==> config.mk <==
export PLATFORM = sky130hd
export DESIGN_NAME = spgd_adc_capture
export DESIGN_NICKNAME = d
export VERILOG_FILES = /design/src/rtl/spgd_pkg.sv /design/src/rtl/spgd_adc_capture.sv
export SDC_FILE = /design/constraint.sdc
export NUM_CORES = 1
export LEC_CHECK = 0
export BUFFER_PORTS_ARGS = -buffer_cell sky130_fd_sc_hd__buf_2
export CAP_MARGIN = 10
export CELL_PAD_IN_SITES_DETAIL_PLACEMENT = 0
export CELL_PAD_IN_SITES_GLOBAL_PLACEMENT = 1
export CORE_ASPECT_RATIO = 1.4
export CORE_MARGIN = 5
export CORE_UTILIZATION = 38
export CTS_CLUSTER_DIAMETER = 50
export DETAILED_ROUTE_END_ITERATION = 16
export HOLD_SLACK_MARGIN = 0.02
export PLACE_DENSITY_LB_ADDON = 0.12
export SYNTH_ARGS = -nofsm -noshare
export SYNTH_HDL_FRONTEND = slang
export SYNTH_SLANG_ARGS = --single-unit
==> constraint.sdc <==
create_clock -name ADC_CLK -period 2 [get_ports ADC_CLK]
set_input_delay 0.1 -clock ADC_CLK [delete_from_list [all_inputs] [get_ports ADC_CLK]]
set_output_delay 0.1 -clock ADC_CLK [all_outputs]
set_load 0.01 [all_outputs]
==> src/rtl/spgd_pkg.sv <==
// Shared SPGD definitions: controller state encoding and fixed-point word defaults.
package spgd_pkg;

  localparam int FP_WIDTH_DEF  = 32;
  localparam int INT_WIDTH_DEF = 16;

  typedef enum logic [1:0] {
    ST_IDLE   = 2'd0,
    ST_SETTLE = 2'd1,
    ST_ACCUM  = 2'd2,
    ST_DONE   = 2'd3
  } adc_state_e;

endpackage

==> src/rtl/spgd_adc_capture.sv <==
// ADC capture for the SPGD loop: settle after a request, average 2^AVG_LOG2 strobed
// samples, present the result in fixed point under a 4-phase EN/DONE handshake.
module spgd_adc_capture
  import spgd_pkg::*;
#(
  parameter int FP_WIDTH   = FP_WIDTH_DEF,
  parameter int INT_WIDTH  = INT_WIDTH_DEF,
  parameter int ADC_BITS   = 14,
  parameter int AVG_LOG2   = 3,
  parameter int SETTLE_CYC = 16
) (
  input  logic                ADC_CLK,
  input  logic                RST_N,
  input  logic                ADC_EN,
  input  logic [ADC_BITS-1:0] ADC_RAW,
  input  logic                ADC_RAW_VLD,
  output logic [FP_WIDTH-1:0] ADC_DATA,
  output logic                ADC_DONE,
  output logic                BUSY,
  output logic                OVR
);

  localparam int ACC_W = ADC_BITS + AVG_LOG2;
  localparam int SMP_W = AVG_LOG2 + 1;
  localparam int SET_W = $clog2(SETTLE_CYC + 1);
  localparam int SHIFT = FP_WIDTH - INT_WIDTH - ADC_BITS;

  localparam logic [SMP_W-1:0] LAST_SMP    = SMP_W'((1 << AVG_LOG2) - 1);
  localparam logic [SET_W-1:0] SETTLE_LOAD = SET_W'(SETTLE_CYC - 1);

  if (ADC_BITS > FP_WIDTH - INT_WIDTH) begin : g_bits_check
    $error("spgd_adc_capture: ADC_BITS must not exceed FP_WIDTH-INT_WIDTH");
  end
  if (SETTLE_CYC < 1) begin : g_settle_check
    $error("spgd_adc_capture: SETTLE_CYC must be at least 1");
  end

  adc_state_e          state_r, state_nxt_s;
  logic [SET_W-1:0]    settle_cnt_r;
  logic [SMP_W-1:0]    smp_cnt_r;
  logic [ACC_W-1:0]    acc_r;
  logic                batch_ovr_r;
  logic [FP_WIDTH-1:0] data_r;
  logic                ovr_r;
  logic                done_r;
  logic                busy_r;

  logic                start_s;
  logic                accept_s;
  logic                commit_s;
  logic [ACC_W-1:0]    sum_s;
  logic [ADC_BITS-1:0] avg_s;
  logic                raw_full_s;

  // Sum includes the strobe in flight so the final sample is part of the committed result.
  assign sum_s      = acc_r + ACC_W'(ADC_RAW);
  assign avg_s      = sum_s[ACC_W-1:AVG_LOG2];
  assign raw_full_s = &ADC_RAW;

  // State register.
  always_ff @(posedge ADC_CLK or negedge RST_N) begin
    if (!RST_N) begin
      state_r <= ST_IDLE;
    end else begin
      state_r <= state_nxt_s;
    end
  end

  // Next-state logic; a dropped request always wins over a strobe in the same cycle.
  always_comb begin
    state_nxt_s = state_r;
    start_s     = 1'b0;
    accept_s    = 1'b0;
    commit_s    = 1'b0;
    case (state_r)
      ST_IDLE: begin
        if (ADC_EN) begin
          start_s     = 1'b1;
          state_nxt_s = ST_SETTLE;
        end else begin
          state_nxt_s = ST_IDLE;
        end
      end
      ST_SETTLE: begin
        if (!ADC_EN) begin
          state_nxt_s = ST_IDLE;
        end else if (settle_cnt_r == '0) begin
          state_nxt_s = ST_ACCUM;
        end else begin
          state_nxt_s = ST_SETTLE;
        end
      end
      ST_ACCUM: begin
        if (!ADC_EN) begin
          state_nxt_s = ST_IDLE;
        end else if (ADC_RAW_VLD) begin
          accept_s = 1'b1;
          if (smp_cnt_r == LAST_SMP) begin
            commit_s    = 1'b1;
            state_nxt_s = ST_DONE;
          end else begin
            state_nxt_s = ST_ACCUM;
          end
        end else begin
          state_nxt_s = ST_ACCUM;
        end
      end
      ST_DONE: begin
        if (!ADC_EN) begin
          state_nxt_s = ST_IDLE;
        end else begin
          state_nxt_s = ST_DONE;
        end
      end
      default: begin
        state_nxt_s = ST_IDLE;
      end
    endcase
  end

  // Settle counter, accumulator and per-batch full-scale flag.
  always_ff @(posedge ADC_CLK or negedge RST_N) begin
    if (!RST_N) begin
      settle_cnt_r <= '0;
      smp_cnt_r    <= '0;
      acc_r        <= '0;
      batch_ovr_r  <= 1'b0;
    end else if (start_s) begin
      settle_cnt_r <= SETTLE_LOAD;
      smp_cnt_r    <= '0;
      acc_r        <= '0;
      batch_ovr_r  <= 1'b0;
    end else begin
      if (state_r == ST_SETTLE && settle_cnt_r != '0) begin
        settle_cnt_r <= settle_cnt_r - SET_W'(1);
      end
      if (accept_s) begin
        acc_r       <= sum_s;
        smp_cnt_r   <= smp_cnt_r + SMP_W'(1);
        batch_ovr_r <= batch_ovr_r | raw_full_s;
      end
    end
  end

  // Result registers: touched only when a full batch completes, so aborts leave them intact.
  always_ff @(posedge ADC_CLK or negedge RST_N) begin
    if (!RST_N) begin
      data_r <= '0;
      ovr_r  <= 1'b0;
    end else if (commit_s) begin
      data_r <= FP_WIDTH'(avg_s) << SHIFT;
      ovr_r  <= batch_ovr_r | raw_full_s;
    end
  end

  // Status flags registered from the next state so they line up with the state register.
  always_ff @(posedge ADC_CLK or negedge RST_N) begin
    if (!RST_N) begin
      done_r <= 1'b0;
      busy_r <= 1'b0;
    end else begin
      done_r <= (state_nxt_s == ST_DONE);
      busy_r <= (state_nxt_s == ST_SETTLE) || (state_nxt_s == ST_ACCUM);
    end
  end

  assign ADC_DATA = data_r;
  assign ADC_DONE = done_r;
  assign BUSY     = busy_r;
  assign OVR      = ovr_r;

endmodule
==> metrics.cfg <==
[status]
status = complete, but fails checks
violations = setup timing

[synthesis]
postSynthCellCount = 283
syn_area_per_cell_um2 = 9.84
ys_top_cells_by_area = dfrtp_1 (41%), ha_1 (8.1%), nand2_1 (5.3%)
ys_seq_area_share_pct = 41.3
ys_types = 48
netlist.area_leader.share_pct = 41.3
yosys_register_bits = 46
synth_edf_count = 0
yosys_warnings = 0
synth_ff_type = dfrtp_1
synth_top_area_cell = dfrtp_1
async_reset_ff_share_pct = 100
netlist_area_um2 = 2790

[global_route]
grt_max_degree = 25
grt_usage_pct = 16.0
grt_pass1_wl_um = 11400
grt_overflow = 0
grt_pass1_vias = 2307
antenna_found_initial = 0

[sta]
fin_skew_ns = 0.00826
fin_crit_ns = 2.07
maxSlewViolCount = 0
setup_ws_ns = -0.0677
hold_viol_final = 0
relSlewSlack_pct = 62.4
setup_violations = 3
worst_pin_slew_ns = 0.565
rsz0062_at_grt = true
hold_slack_ns = 0.106
fmax_ghz = 0.484
finalCritPeriodShare_pct = 103

[detailed_routing]
ant_nets = 0
drtIter0Drc = 68
wl_per_cell_um = 15.4
vias_per_cell = 5.02
first_pass_iters = 6
drc_errors = 0
totalWireLength_um = 6900
vias = 2246

[cts]
clk_pin_slew_ns = 0.10
cts_buffers = 5
clock_latency_ns = 0.30
cts_tree = yes
cts_buffer_depth = 2
cts-htree-levels = 2
clock-sinks = 46
cts-root-buf = clkbuf_8

[floorplan]
rows = 37
die_height_um = 111
dieArea_um2 = 9170
start_util_pct = 38.3
io_pins = 53
fp.dieW_um = 82.4
core_um2 = 7270

[power]
p_leak_nw = 1.77
power.density_nw_per_um2 = 580
irDropWorstVdd_v = 0.000437

[placement]
numPortBuffers = 34
finalWeightedCongestion = 0.797
dpl_worst_slack_ns = -0.156
place_hpwl_um = 5210

[hold_path]
hold_path.class = input pin to register

[worst_setup_path]
crit_arrival_ns = 2.26
cp_slowest_cell = dfrtp_1
cp_slowest_stage_delay_ns = 0.36
worst-setup-path-type = register to register
path_cells = ha_2, inv_2, fa_2, nand2b_4, a21oi_4, o211a_4, a311oi_2, xnor2_1, mux2_4
crit_path_start_kind = register
cp.required_ns = 2.19
cp_max_fo = 4
end_kind = register

[layout]
finalNetCount = 386
antenna_cells = 0
drive_above_1_share_pct = 30.6
syn2layout_area_growth_pct = 26.5

[flow_run]
max_cap_violations = 0

where the power goes:
part           leakage (nW)  total [W]  switching, W  internal [W]
registers             0.622   0.000970     0.0000198      0.000950
logic                  1.08   0.000224      0.000132     0.0000929
clock network        0.0683   0.000851      0.000349      0.000501
total                  1.77    0.00204      0.000501       0.00154
path summary, 6_finish.rpt:
| path | to | cells after the start | slack [ns] | start |
|---|---|---|---|---|
| max in group asynchronous | batch_ovr_r | 3 | 1.16 | RST_N |
| min in group asynchronous | ADC_DATA[8] | 2 | 0.32 | RST_N |
| worst min-delay path | state_r[1] | 2 | 0.11 | ADC_EN |
| worst max register to register | ADC_DATA[11] | 9 | -0.07 | acc_r[0] |
| worst max-delay path | ADC_DATA[11] | 9 | -0.07 | acc_r[0] |
| worst min register to register | ADC_DATA[4] | 2 | 0.47 | ADC_DATA[4] |
critical path, delay by kind of cell (launching register included):
family,cells,cell delay [ns]
compound gates,3,0.47
xor+xnor,1,0.16
fa+ha+maj,2,0.51
buf+inv,1,0.04
flops,1,0.36
mux,1,0.26
simple gates,1,0.16
cell usage after synthesis, drive strengths merged, types with 2 or more instances:
library cell and instances:
ha 18, a22o 9, nor3b 4, nand4 5, xnor2 10, mux2 5, nand4b 3, dfrtp 46
nor3 3, and3 4, o211ai 2, a211o 3, o21ai 15, o31ai 5, a21boi 2, nand2b 3
nor2 15, xor2 7, nand2 40, a21oi 17, a211oi 3, buf 21, a31oi 4, inv 11
a21o 7, or3 2, nor2b 3
metal layers:
layer | wire (um) | global-route usage, %
met4 | 65 | 3.33
met5 | 0 | 0
met2 | 3740 | 28.7
met1 | 2780 | 19.3
met3 | 309 | 2.68
area by class of cell:
type	instances	area, um2
Multi-Input combinational cell	221	1650
Tap cell	97	121
Sequential cell	46	1150
Fill cell	707	3740
Timing Repair Buffer	64	423
Clock buffer	5	68.8
Inverter	11	41.3
Clock inverter	3	68.8
cells by family (layout without fill, tap and decap cells):
family                   after synthesis  count (layout)  share of synthesized area, %
AO/OA/AOI/OAI                         72              72                          17.6
XOR/XNOR                              17              17                          5.35
adder cells (fa/ha/maj)               19              19                          8.81
buffers and inverters                 33              83                          7.01
flip-flops                            46              46                          41.3
multiplexers                           5               5                          2.70
other                                  1              18                         0.135
AND/OR/NAND/NOR                       90              90                          17.1
sequential cells by signal (all words and copies together) (netlist names):
signal and count:
smp_cnt_r 4, state_r 2, OVR 1, ADC_DONE 1, settle_cnt_r 5, acc_r 17, BUSY 1, batch_ovr_r 1
ADC_DATA 14
metrics by stage:
stage	instance area (um2)	std cells	TNS (ns)	power [W]	util [%]
after detailed placement	3250	438	-0.879	0.00120	44.8
final	3520	447	-0.0804	0.00204	48.5
after floorplan	2870	300	-0.000656	0.00113	-
after CTS	3430	447	-0.106	0.00207	47.2
after global placement	3250	438	-0.656	0.00120	44.8
after global routing	3520	447	-0.750	0.00214	48.5
timing repair:
| item | in CTS | in global routing |
|---|---|---|
| pin swaps | 4 | 16 |
| hold endpoints to repair | 22 | 0 |
| gates resized for setup | 9 | 18 |
| setup buffers | 0 | 0 |
| setup endpoints to repair | 13 | 19 |
| hold buffers | 1 | 0 |
cells in the final DEF (no fill, tap or decap), types with 3 or more instances in the layout:
cell      instances
a211o_1           3
a21o_1            7
a21oi_1          12
a21oi_2           4
a22o_1            9
a31oi_1           3
and3_1            4
buf_2            34
buf_4            27
clkbuf_8          5
conb_1           18
dfrtp_1          46
ha_1             11
ha_4              5
inv_1            10
mux2_4            5
nand2_1          39
nand4_1           5
nand4b_1          3
nor2_1           15
nor2b_1           3
nor3_1            3
o21ai_0          10
o21ai_1           4
o31ai_1           4
xnor2_1          10
xor2_1            6
Power figures use the tool's default switching activity.
